==> src/rtl/word_serializer.sv <==
// Framed serial transmitter: START_BIT, DATA_LENGTH data bits LSB-first, then a stop bit.
// Words arrive over valid/ready; a one-word hold register prefetches the next word during shifting.
//
//   state   | meaning
//   --------+---------------------------------------------------------
//   S_IDLE  | line idle, counters cleared, waiting for start
//   S_LOAD  | waiting for the first word of the frame
//   S_START | start bit on the line, hold may prefetch
//   S_SHIFT | data bits on the line, word boundaries refill shift_reg
//   S_STOP  | stop bit on the line, done pulses
module word_serializer #(
  parameter int   DATA_LENGTH = 16,
  parameter int   WORD_SIZE   = 8,
  parameter logic START_BIT   = 1'b0,
  parameter logic IDLE_BIT    = 1'b1
) (
  input  logic                 clock,
  input  logic                 reset,
  input  logic                 start,
  input  logic [WORD_SIZE-1:0] data_in,
  input  logic                 data_valid,
  output logic                 data_ready,
  output logic                 data_out,
  output logic                 busy,
  output logic                 RCO,
  output logic                 underrun,
  output logic                 done
);

  localparam int WORDS = DATA_LENGTH / WORD_SIZE;
  localparam int BIT_W = (WORD_SIZE > 1) ? $clog2(WORD_SIZE) : 1;
  localparam int WRD_W = (WORDS > 1) ? $clog2(WORDS) : 1;
  localparam int FCH_W = $clog2(WORDS + 1);
  localparam int FS_W  = FCH_W + 1;

  localparam logic [BIT_W-1:0] BIT_LAST  = BIT_W'(WORD_SIZE - 1);
  localparam logic [WRD_W-1:0] WORD_LAST = WRD_W'(WORDS - 1);
  localparam logic [FCH_W-1:0] FETCH_MAX = FCH_W'(WORDS);

  typedef enum logic [2:0] {S_IDLE, S_LOAD, S_START, S_SHIFT, S_STOP} state_t;

  state_t               state, state_nx;
  logic [WORD_SIZE-1:0] shift_reg;
  logic [WORD_SIZE-1:0] hold;
  logic                 hold_full;
  logic [BIT_W-1:0]     bit_cnt;
  logic [WRD_W-1:0]     word_cnt;
  logic [FCH_W-1:0]     fetch_cnt;

  logic             last_bit, last_word, hold_ready, hs, boundary;
  logic [FS_W-1:0]  fetch_sum;
  logic [FCH_W-1:0] fetch_nx;

  assign last_bit   = (bit_cnt == BIT_LAST);
  assign last_word  = (word_cnt == WORD_LAST);
  assign hold_ready = !hold_full && (fetch_cnt < FETCH_MAX);
  assign hs         = data_valid && data_ready;
  assign boundary   = (state == S_SHIFT) && last_bit && !last_word;
  assign busy       = (state != S_IDLE) || start;

  // An underrun fill consumes a word slot just like a real word; saturate at WORDS.
  assign fetch_sum = {1'b0, fetch_cnt} + FS_W'(hs) + FS_W'(underrun);
  assign fetch_nx  = (fetch_sum > FS_W'(WORDS)) ? FETCH_MAX : fetch_sum[FCH_W-1:0];

  always_ff @(posedge clock or posedge reset) begin
    if (reset) state <= S_IDLE;
    else       state <= state_nx;
  end

  always_comb begin
    state_nx   = state;
    data_ready = 1'b0;
    data_out   = IDLE_BIT;
    RCO        = 1'b0;
    underrun   = 1'b0;
    done       = 1'b0;
    case (state)
      S_IDLE: if (start) state_nx = S_LOAD;
      S_LOAD: begin
        data_ready = 1'b1;
        if (data_valid) state_nx = S_START;
      end
      S_START: begin
        data_out   = START_BIT;
        data_ready = hold_ready;
        state_nx   = S_SHIFT;
      end
      S_SHIFT: begin
        data_out   = shift_reg[0];
        data_ready = hold_ready;
        RCO        = last_bit;
        underrun   = last_bit && !last_word && !hold_full;
        if (last_bit && last_word) state_nx = S_STOP;
      end
      S_STOP: begin
        done     = 1'b1;
        state_nx = S_IDLE;
      end
      default: state_nx = S_IDLE;
    endcase
  end

  always_ff @(posedge clock or posedge reset) begin
    if (reset) begin
      shift_reg <= '0;
      hold      <= '0;
      hold_full <= 1'b0;
      bit_cnt   <= '0;
      word_cnt  <= '0;
      fetch_cnt <= '0;
    end else begin
      case (state)
        S_IDLE: begin
          hold_full <= 1'b0;
          bit_cnt   <= '0;
          word_cnt  <= '0;
          fetch_cnt <= '0;
        end
        S_LOAD: begin
          if (hs) begin
            shift_reg <= data_in;
            fetch_cnt <= FCH_W'(1);
          end
        end
        S_START, S_SHIFT: begin
          fetch_cnt <= fetch_nx;
          if (hs) begin
            hold      <= data_in;
            hold_full <= 1'b1;
          end else if (boundary && hold_full) begin
            hold_full <= 1'b0;
          end
          if (state == S_START) begin
            bit_cnt  <= '0;
            word_cnt <= '0;
          end else if (!last_bit) begin
            shift_reg <= shift_reg >> 1;
            bit_cnt   <= bit_cnt + BIT_W'(1);
          end else if (!last_word) begin
            bit_cnt   <= '0;
            word_cnt  <= word_cnt + WRD_W'(1);
            shift_reg <= hold_full ? hold : {WORD_SIZE{IDLE_BIT}};
          end
        end
        default: ;
      endcase
    end
  end

endmodule
==> config.mk <==
export PLATFORM = sky130hd
export DESIGN_NAME = word_serializer
export DESIGN_NICKNAME = d
export VERILOG_FILES = /design/src/rtl/word_serializer.sv
export SDC_FILE = /design/constraint.sdc
export NUM_CORES = 1
export LEC_CHECK = 0
export ABC_AREA = 1
export CORE_MARGIN = 10
export CORE_UTILIZATION = 65
export CTS_CLUSTER_SIZE = 24
export DETAILED_ROUTE_END_ITERATION = 16
export DONT_BUFFER_PORTS = 1
export PLACE_DENSITY = 0.79
export SKIP_CTS_REPAIR_TIMING = 1
export SLEW_MARGIN = 10
export SYNTH_ARGS = -nofsm -noshare
export SYNTH_HDL_FRONTEND = slang
export SYNTH_SLANG_ARGS = --single-unit
==> constraint.sdc <==
create_clock -name clock -period 6.1 [get_ports clock]
set_input_delay 0.61 -clock clock [delete_from_list [all_inputs] [get_ports clock]]
set_output_delay 0.61 -clock clock [all_outputs]
set_load 0.01 [all_outputs]
==> results_dict.tcl, run 1 <==
set metrics [dict create \
    grt_first_pass_wirelength_mm 5.91 \
    layout.nets 237 \
    vias 1327 \
    clock-root-buffer "clkbuf_4" \
    hold_path.class "in2async" \
    synth-compound-area-share 0.0541 \
    dieArea_sq_um 4790 \
    std_cell_rows 17 \
    antenna_found_initial 0 \
    power_mw 0.893 \
    grt_pass1_vias 1232 \
    clk_path_buf_depth 2 \
    synthAdderAreaFrac 0.0445 \
    peakVddDrop_uv 372 \
    yosysSeqAreaShare 0.413 \
    synth_area_per_cell_sq_um 7.06 \
    synth_warnings 0 \
    slew_headroom 0.341 \
    cts_tree "built" \
    tns_ns 0 \
    gp_congestion 0.825 \
    drive_gt1_frac 0.0594 \
    arrival_ns 2.81 \
    clkPwrFrac 0.131 \
    p_comb_frac 0.518 \
    cts-htree-levels 1 \
    grt-ovfl-total 0 \
    yosys.cell_types.count 25 \
    synth_top_family_by_area "simple AND/OR/NAND/NOR gates" \
    synth_mux_area_frac 0 \
    synth_seq_cells 26 \
    placed_cell_area_sq_um 1560 \
    grt_max_degree 27 \
    status "finished clean" \
    clock_skew_ns 0.00132 \
    clock_latency_ns 0.31 \
    hold_viol 0 \
    wl_per_cell_um 13.6 \
    fp.dieH_um 69.2 \
    n_antenna_cell 0 \
    postLayoutCoreUtil 0.715 \
    place.port_buffers 0 \
    cp_max_fo 9 \
    place_hpwl_mm 2.53 \
    pin_count 18 \
    start_util 0.698 \
    synthCells 223 \
    p_per_area_nw_per_um2 554 \
    drc_errors 0 \
    cp.required_ns 6.30 \
    p_seq_frac 0.351 \
    clkSinkCount 26 \
    power.internal_mw 0.460 \
    reg2reg_from "state[0]" \
    cp-start-kind "register" \
    fill_cells 198 \
    switching_share 0.485 \
    cts_made_buffers 3 \
    fin_crit_ns 2.61 \
    rsz0062_at_grt "false" \
    via_per_inst 5.37 \
    setup_viol 0 \
    ant_nets 0 \
    syn_nets 240 \
    tightest_slew_ns 0.987 \
    grt.total_usage 0.141 \
    synth_xor_area_frac 0 \
    cp-end-kind "register" \
    clock.fmax_mhz 383 \
    core_sq_um 2250 \
    die_x_um 69.2 \
    drv_slew 0 \
    syn_to_final_growth_pct 2.46 \
    syn_area_sq_um 1570 \
    wl_mm 3.35 \
    synth-simple-area-share 0.397 \
    p_switching_mw 0.433 \
    drtIter0Drc 155 \
    p_leak_nw 0.889 \
    dr.pass1.iters 5 \
    clkTransAtPathRegs_ns 0.14 \
    final_cell_area_sq_um 1610 \
    post-route-period-util 0.428 \
    worst-setup-path-type "reg2reg" \
    cap_violations 0 \
    crit_start "state[0]" \
]
[cell families after synthesis]
logic type	Yosys count
compound gates	16
fa+ha+maj	5
buf+inv	33
flops	26
simple gates	143
[cell usage after synthesis]
library cell  count  share of area
nor2_4            1         0.0072
nand2_1         105           0.25
clkinv_1          1         0.0024
nor3_1            1         0.0032
inv_2             1         0.0024
nand3_2           1         0.0064
inv_1            23          0.055
nor2_1            8          0.019
o22ai_1           1         0.0040
clkbuf_1          2         0.0048
a21oi_2           1         0.0056
buf_2             3         0.0095
nor2_2            2         0.0079
buf_6             1         0.0072
nand3_4           1          0.011
o21ai_0           9          0.029
nand3_1          13          0.041
a21oi_1           5          0.016
nand4_1           8          0.032
ha_1              4          0.032
buf_4             2         0.0095
nand3b_1          1         0.0048
fa_1              1          0.013
dfrtp_1          26           0.41
nand2_4           2          0.014
[metrics by stage]
step	instances	worst slack (ns)	hold WS, ns
final	247	3.49	0.394
after detailed placement	243	3.53	0.468
after floorplan	223	3.88	0.442
after CTS	247	3.49	0.415
after global placement	243	3.69	0.454
after global routing	247	3.17	0.423
[routing by layer]
layer | up-vias | GRT usage | wire (um)
met2 | 43 | 0.220 | 1590
met4 | 0 | 0.0288 | 9
li1 | 683 | - | -
met3 | 2 | 0.0243 | 229
met1 | 599 | 0.196 | 1520
met5 | - | 0 | 0
[worst max-delay path: stages (launching register included)]
cell and delay [ns]:
dfrtp_1 0.57, nand2_1 0.11, nor2_2 0.26, nand3_1 0.15
nor2_1 0.28, inv_1 0.11, fa_1 0.47, ha_1 0.20
a21oi_1 0.17, a21oi_1 0.06, nand2_1 0.06, o21ai_0 0.08
[worst paths after layout]
kind	endpoint	slack, ns	depth (start not counted)
worst min register to register	hold[6]	0.50	2
max in group asynchronous	shift_reg[3]	5.11	1
worst max register to register	fetch_cnt[0]	3.49	11
worst min-delay path	bit_cnt[0]	0.39	1
min in group clock	hold[4]	0.43	2
worst max-delay path	fetch_cnt[0]	3.49	11
[cell type report]
cell class,instances,area [sq um],area share
multi-input cells,164,781,0.484
flip-flops and latches,26,651,0.403
inverters,25,93.8,0.0582
well taps,28,35.0,0.0217
clock inverters,1,30.0,0.0186
clock buffers,3,22.5,0.0140
[power groups by stage]
| stage | Sequential, mW | Clock (mW) | Combinational, mW |
|---|---|---|---|
| after global routing | 0.325 | 0.124 | 0.546 |
| final | 0.313 | 0.117 | 0.463 |
| after floorplan | 0.289 | 0 | 0.420 |
| after detailed placement | 0.316 | 0 | 0.458 |
| after global placement | 0.309 | 0 | 0.439 |
| after CTS | 0.313 | 0.118 | 0.463 |
[cells in the final DEF (no fill, tap or decap), drive strengths merged]
cell,Yosys,routed
a21oi,6,6
bufinv,0,1
clkbuf,2,3
clkinv,1,1
dfrtp,26,26
fa,1,1
ha,4,4
inv,24,24
nand2,107,107
nand3,15,15
nand3b,1,1
nand4,8,8
nor2,11,11
nor3,1,1
o21ai,9,9
o22ai,1,1
Power figures use the tool's default switching activity.
==> inputs of run 2 (changes only) <==
--- a/config.mk
+++ b/config.mk
@@ -7,11 +7,11 @@
 export LEC_CHECK = 0
 export ABC_AREA = 1
 export CORE_MARGIN = 10
-export CORE_UTILIZATION = 65
+export CORE_UTILIZATION = 62
 export CTS_CLUSTER_SIZE = 24
 export DETAILED_ROUTE_END_ITERATION = 16
 export DONT_BUFFER_PORTS = 1
-export PLACE_DENSITY = 0.79
+export PLACE_DENSITY = 0.76
 export SKIP_CTS_REPAIR_TIMING = 1
 export SLEW_MARGIN = 10
 export SYNTH_ARGS = -nofsm -noshare
==> constraint.sdc (replaced) <==
create_clock -name clock -period 2.68 [get_ports clock]
set_input_delay 0.268 -clock clock [delete_from_list [all_inputs] [get_ports clock]]
set_output_delay 0.268 -clock clock [all_outputs]
set_load 0.01 [all_outputs]
==> run 2 against run 1 <==
Compared with the run above:
- total power is 120% higher
- die area is 3.4% higher
- cell count is 1.6% higher
- largest cell class unchanged
==> results_dict.tcl, run 2 (same netlist as run 1, synthesis figures left out) <==
set metrics [dict create \
    fill_cells 197 \
    pin_count 18 \
    hold_path.class "in2async" \
    regArea_sq_um 651 \
    dieArea_sq_um 4950 \
    via_per_inst 5.41 \
    clock_skew_ns 0.00251 \
    die_x_um 70.4 \
    layout_commonest_cell "nand2_1" \
    start_util 0.641 \
    clock_latency_ns 0.33 \
    cts_made_buffers 3 \
    arrival_ns 2.63 \
    timing.final.ws_setup_ns 0.289 \
    vias 1358 \
    status "finished clean" \
    cp.required_ns 2.91 \
    std_cell_rows 18 \
    clock.fmax_mhz 418 \
    worst-setup-path-type "reg2reg" \
    path_buf_inv 1 \
    p_per_area_nw_per_um2 1240 \
    slew_headroom 0.343 \
    cts_tree "built" \
    wl_mm 3.41 \
    drc_errors 0 \
    drv_slew 0 \
    placed_cells 247 \
    drive_gt1_frac 0.0679 \
    fin_crit_ns 2.39 \
    wl_per_cell_um 13.6 \
    place_hpwl_mm 2.56 \
    cp_max_fo 9 \
    fp.dieH_um 70.4 \
    core_sq_um 2450 \
    cap_violations 0 \
    grt.total_usage 0.143 \
    grt_pass1_vias 1275 \
    n_antenna_cell 0 \
    clk_path_buf_depth 2 \
    tightest_slew_ns 0.985 \
    grt_max_degree 27 \
    final_cell_mix "nand2_1, dfrtp_1, inv_1" \
    ant_nets 0 \
    multi_input_area_sq_um 781 \
    cpPeakStageDelay_ns 0.55 \
    drtIter0Drc 217 \
    post-route-period-util 0.892 \
    hold_viol 0 \
    dr.pass1.iters 4 \
    place_ws_ns 0.319 \
    cp-start-kind "register" \
    clock-root-buffer "clkbuf_4" \
    tns_ns 0 \
    antenna_found_initial 0 \
    layout.nets 239 \
    clkTransAtPathRegs_ns 0.15 \
    grt_first_pass_wirelength_mm 6.00 \
    critPathTopFamily "simple AND/OR/NAND/NOR gates" \
    grt-ovfl-total 0 \
    critical_path.slowest_cell "dfrtp_1" \
    peakVddDrop_uv 749 \
    stdcell_count 251 \
    clkSinkCount 26 \
    cp-end-kind "register" \
    place.port_buffers 0 \
    p_leak_nw 0.893 \
    setup_viol 0 \
    syn_to_final_growth_pct 2.54 \
    gp_congestion 0.857 \
    cp_cell_sequence "nand2_1 -> nor2_2 -> nand3_1 -> nor2_1 -> inv_1 -> fa_1 -> ha_1 -> a21oi_1 -> a21oi_1 -> nand2_1 -> o21ai_0" \
    rsz0062_at_grt "false" \
    cts-htree-levels 1 \
]
-- run 2: stage by stage --
step,power (mW),area [sq um],hold WS (ns),util
global route,2.22,1610,0.0561,0.657
CTS,1.99,1610,0.0525,0.657
floorplan,1.61,1570,0.308,-
global placement,1.73,1580,0.418,0.643
detailed placement,1.78,1580,0.424,0.643
finish,1.99,1610,0.0270,0.657
-- run 2: final timing paths --
| path | from | end | slack, ns | cells past startpoint |
|---|---|---|---|---|
| setup / recovery | state[0] | fetch_cnt[0] | 0.29 | 11 |
| hold / removal | reset | shift_reg[1] | 0.03 | 1 |
| setup reg to reg | state[0] | fetch_cnt[0] | 0.29 | 11 |
| min in group clock | data_in[1] | hold[1] | 0.06 | 2 |
| max in group asynchronous | reset | state[1] | 2.06 | 1 |
| hold reg to reg | hold[2] | hold[2] | 0.49 | 2 |
-- run 2: area by class of cell --
class / count / area share
multi-input cells: 164 / 0.484
flip-flops and latches: 26 / 0.403
inverters: 25 / 0.0581
well taps: 30 / 0.0233
clock buffers: 4 / 0.0225
repair buffers: 2 / 0.00930
-- run 2: layer usage --
metal	routed length [um]	GRT usage	part of all wire	vias to the layer above
met2	1580	0.216	0.46	46
met5	0	0	0	-
li1	-	-	-	692
met4	50	0.0548	0.015	0
met1	1560	0.188	0.46	613
met3	214	0.0353	0.063	7
-- run 2: report_power, final --
part | total [mW] | switching (mW) | internal [mW]
Sequential | 0.706 | 0.142 | 0.564
Combinational | 1.08 | 0.728 | 0.352
Clock | 0.209 | 0.125 | 0.0834
